**src/rtl/alu_issue_ctrl.sv**
```systemverilog
// alu_issue_ctrl: decodes ALUOp/funct, sequences one op per handshake through the ALU, post-processes nor/slt/jr
module alu_issue_ctrl #(
  parameter int W = 32
) (
  input  logic         clk,
  input  logic         rst_n,
  input  logic         in_valid,
  output logic         in_ready,
  input  logic [1:0]   alu_op,
  input  logic [5:0]   funct,
  input  logic [4:0]   shamt,
  input  logic [W-1:0] a_in,
  input  logic [W-1:0] b_in,
  output logic [W-1:0] alu_a,
  output logic [W-1:0] alu_b,
  output logic [3:0]   alu_opcode,
  output logic [4:0]   alu_shamt,
  input  logic [W-1:0] alu_result,
  output logic         out_valid,
  input  logic         out_ready,
  output logic [W-1:0] result,
  output logic         zero,
  output logic         jr_taken,
  output logic [W-1:0] jr_target,
  output logic         illegal
);
  typedef enum logic [1:0] {IDLE, EXEC, DONE} state_t;
  typedef enum logic [2:0] {C_PLAIN, C_NOR, C_SLT, C_JR, C_ILL} cls_t;
  state_t state_q, state_d;
  cls_t cls_q, cls_d, dec_cls;
  logic [3:0] dec_op, opcode_q, opcode_d;
  logic [4:0] shamt_q, shamt_d;
  logic [W-1:0] a_q, a_d, b_q, b_d, result_q, result_d, jr_target_q, jr_target_d, exec_res;
  logic zero_q, zero_d, jr_taken_q, jr_taken_d, illegal_q, illegal_d, out_valid_q, out_valid_d;
  logic accept, slt_bit;
  assign in_ready = (state_q == IDLE) || (state_q == DONE && out_ready);
  assign accept = in_valid && in_ready;
  always_comb begin
    dec_op = 4'b0000;
    dec_cls = C_ILL;
    case (alu_op)
      2'b00: begin dec_op = 4'b0010; dec_cls = C_PLAIN; end
      2'b01: begin dec_op = 4'b0110; dec_cls = C_PLAIN; end
      2'b10:
        case (funct)
          6'b100000: begin dec_op = 4'b0010; dec_cls = C_PLAIN; end
          6'b100010: begin dec_op = 4'b0110; dec_cls = C_PLAIN; end
          6'b100100: begin dec_op = 4'b0000; dec_cls = C_PLAIN; end
          6'b100101: begin dec_op = 4'b0001; dec_cls = C_PLAIN; end
          6'b100111: begin dec_op = 4'b0001; dec_cls = C_NOR; end
          6'b101010: begin dec_op = 4'b0110; dec_cls = C_SLT; end
          6'b000000: begin dec_op = 4'b0100; dec_cls = C_PLAIN; end
          6'b000010: begin dec_op = 4'b0101; dec_cls = C_PLAIN; end
          6'b001000: begin dec_op = 4'b0011; dec_cls = C_JR; end
          default: ;
        endcase
      default: ;
    endcase
  end
  // slt: differing signs decide directly, so subtraction overflow cannot flip the answer
  assign slt_bit = (a_q[W-1] ^ b_q[W-1]) ? a_q[W-1] : alu_result[W-1];
  assign exec_res = (cls_q == C_PLAIN) ? alu_result :
                    (cls_q == C_NOR)   ? ~alu_result :
                    (cls_q == C_SLT)   ? {{(W-1){1'b0}}, slt_bit} : '0;
  always_comb begin
    state_d = state_q;
    cls_d = cls_q;
    opcode_d = opcode_q;
    shamt_d = shamt_q;
    a_d = a_q;
    b_d = b_q;
    result_d = result_q;
    zero_d = zero_q;
    jr_taken_d = jr_taken_q;
    jr_target_d = jr_target_q;
    illegal_d = illegal_q;
    out_valid_d = out_valid_q;
    if (accept) begin
      a_d = a_in;
      b_d = b_in;
      shamt_d = shamt;
      opcode_d = dec_op;
      cls_d = dec_cls;
    end
    if (state_q == IDLE && in_valid) state_d = EXEC;
    if (state_q == EXEC) begin
      state_d = DONE;
      out_valid_d = 1'b1;
      result_d = exec_res;
      zero_d = exec_res == '0;
      jr_taken_d = cls_q == C_JR;
      illegal_d = cls_q == C_ILL;
      jr_target_d = (cls_q == C_JR) ? a_q : jr_target_q;
    end
    if (state_q == DONE && out_ready) begin
      out_valid_d = 1'b0;
      state_d = in_valid ? EXEC : IDLE;
    end
  end
  always_ff @(posedge clk or negedge rst_n) begin
    if (!rst_n) begin
      state_q <= IDLE;
      cls_q <= C_PLAIN;
      opcode_q <= 4'b0000;
      shamt_q <= '0;
      a_q <= '0;
      b_q <= '0;
      result_q <= '0;
      zero_q <= 1'b0;
      jr_taken_q <= 1'b0;
      jr_target_q <= '0;
      illegal_q <= 1'b0;
      out_valid_q <= 1'b0;
    end else begin
      state_q <= state_d;
      cls_q <= cls_d;
      opcode_q <= opcode_d;
      shamt_q <= shamt_d;
      a_q <= a_d;
      b_q <= b_d;
      result_q <= result_d;
      zero_q <= zero_d;
      jr_taken_q <= jr_taken_d;
      jr_target_q <= jr_target_d;
      illegal_q <= illegal_d;
      out_valid_q <= out_valid_d;
    end
  end
  assign alu_a = a_q;
  assign alu_b = b_q;
  assign alu_opcode = opcode_q;
  assign alu_shamt = shamt_q;
  assign result = result_q;
  assign zero = zero_q;
  assign jr_taken = jr_taken_q;
  assign jr_target = jr_target_q;
  assign illegal = illegal_q;
  assign out_valid = out_valid_q;
endmodule

```
**config.mk**
```make
export PLATFORM = sky130hd
export DESIGN_NAME = alu_issue_ctrl
export DESIGN_NICKNAME = d
export VERILOG_FILES = /design/src/rtl/alu_issue_ctrl.sv
export SDC_FILE = /design/constraint.sdc
export NUM_CORES = 1
export LEC_CHECK = 0
export CAP_MARGIN = 20
export CORE_MARGIN = 2
export CORE_UTILIZATION = 43
export CTS_BUF_LIST = sky130_fd_sc_hd__clkbuf_4 sky130_fd_sc_hd__clkbuf_8 sky130_fd_sc_hd__clkbuf_16
export CTS_CLUSTER_DIAMETER = 40
export DETAILED_ROUTE_END_ITERATION = 16
export GPL_ROUTABILITY_DRIVEN = 0
export PLACE_DENSITY = 0.81
export SLEW_MARGIN = 20
export SYNTH_ARGS = -nofsm -noshare
export SYNTH_HDL_FRONTEND = slang
export SYNTH_SLANG_ARGS = --single-unit
```
**constraint.sdc**
```tcl
create_clock -name clk -period 2 [get_ports clk]
set_clock_uncertainty 0.2 [all_clocks]
set_input_delay 0.2 -clock clk [delete_from_list [all_inputs] [get_ports clk]]
set_output_delay 0.2 -clock clk [all_outputs]
set_load 0.1 [all_outputs]
```
Word-level counts from Yosys, hierarchy flattened
Index checks and enable logic that the tools add are counted.
{"block": "classes", "muxes": 14, "bitwise": 2, "n_reduce_logical": 16, "n_eq_ne": 16}
{"operator": "$mux 32", "n": 2}
{"operator": "$eq 6x6->1 const B", "n": 6}
{"operator": "$logic_not 32->1", "n": 1}
{"operator": "$not 32->32", "n": 1}
{"operator": "$pmux 3 s6", "n": 1}
{"operator": "$pmux 3 s4", "n": 1}
{"operator": "$pmux 3 s3", "n": 1}
{"operator": "$eq 3x2->1 const B", "n": 2}
{"operator": "$eq 6x2->1 const B", "n": 1}
{"operator": "$eq 6x4->1 const B", "n": 1}
{"operator": "$logic_not 6->1", "n": 1}
{"operator": "$mux 2", "n": 3}
{"operator": "$pmux 3 s2", "n": 1}
{"operator": "$reduce_or 2->1", "n": 3}
{"operator": "$reduce_or 6->1", "n": 1}
{"operator": "$mux 1", "n": 5}
{"operator": "$eq 2x1->1 const B", "n": 2}
{"operator": "$eq 2x2->1 const B", "n": 2}
{"operator": "$logic_not 2->1", "n": 2}
{"operator": "$eq 3x1->1 const B", "n": 1}
{"operator": "$eq 3x3->1 const B", "n": 1}
{"operator": "$logic_and 1x1->1", "n": 3}
{"operator": "$logic_not 3->1", "n": 1}
{"operator": "$reduce_bool 3->1", "n": 1}
{"operator": "4 further kinds", "n": 4}
{"block": "word_totals", "word_cells": 60, "regBits": 146, "out_inout_bits": 142, "input_bits": 113}

Logic depth before layout (Yosys ltp)
Gate-level depths: netlist of run 1.
{"block": "depth", "ltp_word": 6, "mapped_depth": 7, "depth_no_buf": 5}

Least setup slack after synthesis of run 1
Ideal clock, no wire load.
{"block": "synth_path", "path_type": "register -> register", "from": "reg state_q[1]", "to": "reg b_q[31], in the netlist alu_b[31]", "stages_incl_launch_ff": 7, "setup_ps": 120, "t_required_ps": 1680, "arrival_ps": 2770, "period_less_slack_ps": 3090, "n_path_buf": 2, "path_slack_ps": -1090, "path_cell_list": "dfrtp_1 > a21oi_1 > nand2_1 > clkbuf_1 > clkbuf_1 > nand2_1 > nand2_1"}
{"block": "synth_via", "elab_chain_len": 4, "elab_cells_between_ends": 5, "cone_classes": "1 x eq/ne; 4 x reduce/logical"}
{"element": "from (decl)", "line": "29", "source": "state_t state_q, state_d;"}
{"element": "from (signal assigned)", "line": "115", "source": "state_q <= state_d;"}
{"element": "$eq 2x2->1", "line": "36", "source": "assign in_ready = (state_q == IDLE) || (state_q == DONE && out_ready);"}
{"element": "$logic_and 1x1->1", "line": "36"}
{"element": "$logic_or 1x1->1 *", "line": "36"}
{"element": "named net in_ready", "line": "8", "source": "output logic in_ready,"}
{"element": "$logic_and 1x1->1 *", "line": "37", "source": "assign accept = in_valid && in_ready;"}
{"element": "to (signal assigned)", "line": "107", "source": "b_q <= '0;"}
{"element": "to (signal assigned)", "line": "120", "source": "b_q <= b_d;"}
{"element": "to (decl)", "line": "33", "source": "logic [W-1:0] a_q, a_d, b_q, b_d, result_q, result_d, jr_target_q, jr_target_d, exec_res;"}
The timed path passes the listed nets; every way through them passes the cells marked *.
A chain may end at the register's enable or synchronous reset.

Worst setup path in the final report of run 1
{"block": "layout_path", "from": "reg cls_q[0]", "to": "reg zero_q, in the netlist zero"}
{"block": "layout_via", "elab_chain_len": 5, "elab_cells_between_ends": 7, "cone_classes": "2 x eq/ne; 3 x mux; 2 x reduce/logical"}
{"element": "from (decl)", "line": "30", "source": "cls_t cls_q, cls_d, dec_cls;"}
{"element": "from (signal assigned)", "line": "116", "source": "cls_q <= cls_d;"}
{"element": "$eq 3x2->1", "line": "64", "source": "(cls_q == C_SLT) ? {{(W-1){1'b0}}, slt_bit} : '0;"}
{"element": "$mux 1", "line": "64"}
{"element": "$mux 32", "line": "63", "source": "(cls_q == C_NOR) ? ~alu_result :"}
{"element": "$mux 32 *", "line": "62", "source": "assign exec_res = (cls_q == C_PLAIN) ? alu_result :"}
{"element": "$logic_not 32->1 *", "line": "90", "source": "zero_d = exec_res == '0;"}
{"element": "to (signal assigned)", "line": "122", "source": "zero_q <= zero_d;"}
{"element": "to (decl)", "line": "34", "source": "logic zero_q, zero_d, jr_taken_q, jr_taken_d, illegal_q, illegal_d, out_valid_q, out_valid_d;"}
Mark *: on every way between the ends. The rest lies on a longest branch, timed or not.

==> results of run 1 <==
## flip-flops by register name, indices dropped and copies added (netlist names)
register	count
jr_target	32
out_valid	1
illegal	1
zero	1
alu_shamt	5
state_q	2
jr_taken	1
cls_q	3
result	32
alu_opcode	3
alu_b	32
alu_a	32
## routing by layer
| metal | track usage | vias up | share of wire |
|---|---|---|---|
| met5 | 0 | - | 0 |
| met4 | 0.09124 | 0 | 0.028 |
| met3 | 0.07203 | 34 | 0.071 |
| met2 | 0.3813 | 191 | 0.50 |
| met1 | 0.2729 | 2523 | 0.40 |
| li1 | - | 2462 | - |
## area by class of cell
cell class                      instances  area, um2
Fill cell                            1046       4420
Sequential cell                       145       3633
Timing Repair Buffer                  305       2669
Multi-Input combinational cell        388       2253
Clock buffer                           21      467.9
Tap cell                              180      225.2
Clock inverter                         10      135.1
Inverter                                6      22.52
## kinds of logic (layout without fill, tap and decap cells)
kind of cell,after synthesis,count (layout),share of synthesized area
muxes,39,39,0.07125
adders and majority gates,1,1,0.001657
buffers and inverters,40,342,0.03231
other,1,1,0.0006208
AOI/OAI and AO/OA,52,52,0.06586
xor gates and xnor gates,35,35,0.05075
and+or+nand+nor,260,260,0.1769
DFF,145,145,0.6007
## worst paths after layout
check,slack (ns),cells past startpoint,start,end
worst max register to register,0.01,6,cls_q[0],zero
max in group asynchronous,0.88,3,rst_n,result[22]
worst min-delay path,0.04,2,rst_n,result[9]
worst max-delay path,0.01,6,cls_q[0],zero
min in group clk,0.11,3,b_in[25],alu_b[25]
worst min register to register,0.27,2,alu_b[20],alu_b[20]
## critical path, cell delays in order, from the launching register on
cell	delay, ns
dfrtp_4	0.53
buf_6	0.16
or4_1	0.52
nand2_1	0.11
nand4_1	0.10
o21ai_1	0.14
and3_1	0.16
## metrics by stage
stage                     hold slack [ns]  instances   TNS, ns  instance area [um2]  utilization
after detailed placement          -0.1069       1017         0                 8735       0.6317
after CTS                         0.02543       1049         0                 9348       0.6760
after global routing              0.03776       1055  -0.02637                 9407       0.6803
final                             0.04326       1055         0                 9407       0.6803
after floorplan                   -0.2956        573   -0.2405                 6058            -
after global placement            -0.1052       1017  -0.03392                 8735       0.6317
## cells in the mapped netlist
cell / number / area, um2
a211oi_1: 1 / 7.510
a21o_1: 2 / 15.01
a21oi_1: 5 / 25.02
a22o_1: 31 / 271.5
a22oi_1: 1 / 7.510
a31oi_1: 3 / 18.77
and3_1: 1 / 6.260
and3_2: 1 / 7.510
and4b_1: 1 / 10.01
buf_1: 4 / 15.01
buf_2: 9 / 45.04
buf_4: 4 / 30.03
buf_6: 1 / 11.26
buf_8: 1 / 15.01
clkbuf_1: 15 / 56.30
conb_1: 1 / 3.750
dfrtp_1: 145 / 3628
inv_1: 6 / 22.52
maj3_1: 1 / 10.01
mux2_2: 32 / 360.4
mux2i_1: 7 / 70.07
nand2_1: 222 / 833.3
nand2b_1: 4 / 25.02
nand3_1: 2 / 10.01
nand4_1: 11 / 68.82
nor2_1: 7 / 26.28
nor2b_1: 1 / 6.260
nor3_1: 1 / 5.000
nor3_2: 1 / 10.01
o211ai_1: 1 / 7.510
o21ai_0: 5 / 25.02
o21ai_1: 1 / 5.000
o31ai_1: 2 / 15.01
or4_1: 8 / 60.06
xnor2_1: 1 / 8.760
xor2_1: 34 / 297.8
## timing repair
item | CTS | global route
endpoints found under the hold margin | 145 | 0
setup buffers | 0 | 6
hold buffers | 1 | 0
endpoints found under the setup margin | 0 | 1
resized for setup | 0 | 6
==> impl_metrics.env, run 1 <==
export IMPL_critPathMaxFanout=7
export IMPL_syn_avg_cell_area_um2=10.54
export IMPL_grt_pass1_wl_um=26520
export IMPL_hp_class="input pin to asynchronous set/reset pin"
export IMPL_grt_pass1_vias=5363
export IMPL_ant_nets=0
export IMPL_cts_buffers=17
export IMPL_worstPathArrival_ns=2.13
export IMPL_clk_pin_slew_ns=0.06
export IMPL_drc_errors=0
export IMPL_syn_nets=686
export IMPL_maxSlewViolCount=0
export IMPL_overflow=0
export IMPL_drt_pass1_iter_count=4
export IMPL_path_class="flip-flop to flip-flop"
export IMPL_wl_per_cell_um=16.04
export IMPL_mostFrequentLayoutCells="221 x nand2_1, 183 x buf_4, 143 x dfrtp_1"
export IMPL_worst_setup_path_end_kind="flip-flop"
export IMPL_die_y_um=122.5
export IMPL_antenna_found_initial=0
export IMPL_globalRouteTotalUtil=0.2277
export IMPL_timing_fmax_mhz=502.6
export IMPL_drtIter0Drc=300
export IMPL_core_area_um2=13830
export IMPL_h_tree_depth=4
export IMPL_crit_required_ns=2.14
export IMPL_period_minus_slack_ns=1.989
export IMPL_place_ws_ns=0.005328
export IMPL_fp_dieW_um=122.5
export IMPL_finalHoldViolCount=0
export IMPL_grt_max_degree=49
export IMPL_port_buffers=253
export IMPL_seq_area_frac_synth=0.6007
export IMPL_finalSetupViolations=0
export IMPL_ys_ff_latch=145
export IMPL_via_per_inst=4.938
export IMPL_fin_ws_ns=0.01053
export IMPL_final_layout_size_suffix_gt1_frac=0.3017
export IMPL_cts_tree="yes"
export IMPL_clock_latency_ns=0.41
export IMPL_area_growth_pct=55.72
export IMPL_maxCapViolations=0
export IMPL_pin_count=255
export IMPL_layout_nets=976
export IMPL_vias=5210
export IMPL_n_antenna_cell=0
export IMPL_start_util=0.4369
export IMPL_cts_path_max_buffers=2
export IMPL_hpwl_um=12420
export IMPL_clock_sinks=145
export IMPL_status="complete, no violations"
export IMPL_layout_commonest_cell="nand2_1"
export IMPL_fin_crit_sh=0.9947
export IMPL_yosys_warnings=0
export IMPL_syn_inst=573
export IMPL_startpoint_type="flip-flop"
export IMPL_synth_area_um2=6041
export IMPL_die_area_um2=15010
export IMPL_cts_root_buf="clkbuf_16"
export IMPL_synth_cell_types=36
export IMPL_rows=43
export IMPL_postRouteWirelength_um=16920
export IMPL_rsz0062_at_grt="yes"
Power of run 1 is left out: the tool's default activity adds up to more than one toggle a clock period on the data nets, which glitch-free logic cannot reach.
==> run 2: changes to the inputs <==
--- a/config.mk
+++ b/config.mk
@@ -5,6 +5,7 @@
 export SDC_FILE = /design/constraint.sdc
 export NUM_CORES = 1
 export LEC_CHECK = 0
+export ABC_CLOCK_PERIOD_IN_PS = 2000
 export CAP_MARGIN = 20
 export CORE_MARGIN = 2
 export CORE_UTILIZATION = 43
@@ -12,8 +13,8 @@
 export CTS_CLUSTER_DIAMETER = 40
 export DETAILED_ROUTE_END_ITERATION = 16
 export GPL_ROUTABILITY_DRIVEN = 0
+export GPL_TIMING_DRIVEN = 0
 export PLACE_DENSITY = 0.81
-export SLEW_MARGIN = 20
 export SYNTH_ARGS = -nofsm -noshare
 export SYNTH_HDL_FRONTEND = slang
 export SYNTH_SLANG_ARGS = --single-unit
==> run 2 against run 1 <==
  * Global-route usage rose by 1.3 points
  * Register-to-register slack barely moved
  * Final cell count fell by 1.4%
  * Die area did not move
  * Non-clock buffer count fell by 16
==> impl_metrics.env, run 2 (synthesis gave the netlist of run 1 again) <==
export IMPL_grt_max_degree=84
export IMPL_cpLargestDelayFamily="simple AND/OR/NAND/NOR gates"
export IMPL_worstHoldStart="a_in[12]"
export IMPL_crit_slowest_cell="or4_1"
export IMPL_n_antenna_cell=0
export IMPL_r2r_start="cls_q[0]"
export IMPL_hpwl_um=12780
export IMPL_globalRouteTotalUtil=0.2406
export IMPL_worstPathArrival_ns=2.14
export IMPL_regArea_um2=3632
export IMPL_pin_count=255
export IMPL_worst_setup_path_end_kind="flip-flop"
export IMPL_antenna_found_initial=0
export IMPL_critPathMaxFanout=10
export IMPL_fp_dieW_um=122.5
export IMPL_crit_cells=6
export IMPL_drt_pass1_iter_count=4
export IMPL_r2r_end="zero"
export IMPL_final_area_um2=9641
export IMPL_r2r_slack_ns=0.02
export IMPL_wl_per_cell_um=17.03
export IMPL_finalHoldViolCount=0
export IMPL_grt_pass1_vias=5502
export IMPL_rsz0062_at_grt="yes"
export IMPL_cts_path_max_buffers=2
export IMPL_clock_sinks=145
export IMPL_start_util=0.4369
export IMPL_drc_errors=0
export IMPL_hold_depth=3
export IMPL_maxCapViolations=0
export IMPL_final_layout_size_suffix_gt1_frac=0.2814
export IMPL_layout_commonest_cell="nand2_1"
export IMPL_die_area_um2=15010
export IMPL_fin_crit_sh=0.9922
export IMPL_status="complete, no violations"
export IMPL_layout_nets=960
export IMPL_worst_r2r_path_depth=6
export IMPL_hp_class="input pin to flip-flop"
export IMPL_clk_pin_slew_ns=0.06
export IMPL_rows=43
export IMPL_period_minus_slack_ns=1.984
export IMPL_grt_pass1_wl_um=27720
export IMPL_critPathMaxStageDelay_ns=0.51
export IMPL_die_y_um=122.5
export IMPL_maxSlewViolCount=0
export IMPL_ant_nets=0
export IMPL_vias=5215
export IMPL_cts_root_buf="clkbuf_16"
export IMPL_place_area_um2=8835
export IMPL_min_to="alu_a[12]"
export IMPL_fill_cells=1029
export IMPL_h_tree_depth=4
export IMPL_drtIter0Drc=296
export IMPL_crit_buf_inv=1
export IMPL_via_per_inst=5.014
export IMPL_overflow=0
export IMPL_path_class="flip-flop to flip-flop"
export IMPL_multiInputGateArea_um2=2253
export IMPL_area_growth_pct=59.59
export IMPL_timing_fmax_mhz=503.9
export IMPL_core_area_um2=13830
export IMPL_holdWs_ns=0.1029
export IMPL_cts_tree="yes"
export IMPL_clock_latency_ns=0.42
export IMPL_crit_chain="buf_6, or4_1, mux2i_1, nand4_1, o21ai_2, and3_1"
export IMPL_crit_required_ns=2.16
export IMPL_mostFrequentLayoutCells="221 x nand2_1, 142 x dfrtp_1, 129 x clkdlybuf4s15_2"
export IMPL_finalSetupViolations=0
export IMPL_port_buffers=252
export IMPL_postRouteWirelength_um=17710
export IMPL_cts_buffers=17
export IMPL_tightest_slew_ns=0.5934
export IMPL_slew_headroom=0.6044
export IMPL_startpoint_type="flip-flop"
run 2: cell count changes in the layout (fill, tap and decap cells not counted), sizes merged:
| cell | before | now |
|---|---|---|
| buf | 193 | 22 |
| bufinv | 3 | 4 |
| clkbuf | 21 | 47 |
| clkdlybuf4s15 | 0 | 129 |
| clkdlybuf4s50 | 111 | 110 |
| clkinvlp | 4 | 3 |
| inv | 6 | 8 |
run 2: cell type report:
type	instances	area share
clock buffer	20	0.04776
sequential	145	0.3768
buffer	33	0.01973
inverter	6	0.002336
timing repair buffer	256	0.2777
multi-input combinational	388	0.2337
tap	180	0.02336
clock inverter	12	0.01856
run 2: timing repair:
item | 4_1_cts | 5_1_grt
buffers inserted | 1 | 1
hold buffers | 1 | 0
resized for setup | 423 | 21
endpoints found under the hold margin | 62 | 0
setup endpoints to repair | 228 | 80
pin swaps | 0 | 4
run 2: routing by layer:
metal	share of wire	global-route usage	wire length, um	up-vias
met5	0	0	0	-
met1	0.40	0.2798	6995	2549
met4	0.021	0.08764	371	0
li1	-	-	-	2436
met3	0.074	0.07156	1305	27
met2	0.51	0.4201	9033	203
run 2: worst max-delay path by stage:
stage               slack (ns)           from       endpoint
finish                    0.02       cls_q[0]           zero
global route             -0.09       cls_q[0]           zero
CTS                    0.00007  jr_target[16]  jr_target[16]
detailed placement       -0.68      out_ready       alu_b[1]
global placement         -5.52          rst_n      alu_a[31]
floorplan               -0.007     state_q[1]      alu_a[21]
run 2: worst min-delay path, stage by stage:
cell,delay (ns)
clkdlybuf4s50_1,0.40
nand2_1,0.05
nand2_1,0.04
run 2: stage by stage:
stage / util / setup TNS [ns] / std cells / setup WS, ns
floorplan: - / -0.2405 / 573 / -0.006502
finish: 0.6972 / 0 / 1040 / 0.01565
detailed placement: 0.6389 / -35.03 / 1006 / -0.6762
CTS: 0.6989 / 0 / 1039 / 0.00006950
global route: 0.6972 / -0.08724 / 1040 / -0.08724
global placement: 0.6369 / -753.08 / 1005 / -5.522
Power of run 2 is left out for the same reason.
==> run 3: changes to the inputs <==
--- a/config.mk
+++ b/config.mk
@@ -14,6 +14,7 @@
 export DETAILED_ROUTE_END_ITERATION = 16
 export GPL_ROUTABILITY_DRIVEN = 0
 export GPL_TIMING_DRIVEN = 0
+export HOLD_SLACK_MARGIN = 0.05
 export PLACE_DENSITY = 0.81
 export SYNTH_ARGS = -nofsm -noshare
 export SYNTH_HDL_FRONTEND = slang
==> results of run 3 <==
No change in the layout: final DEF, timing and power equal those of run 2.
Power of run 3 is left out for the same reason.
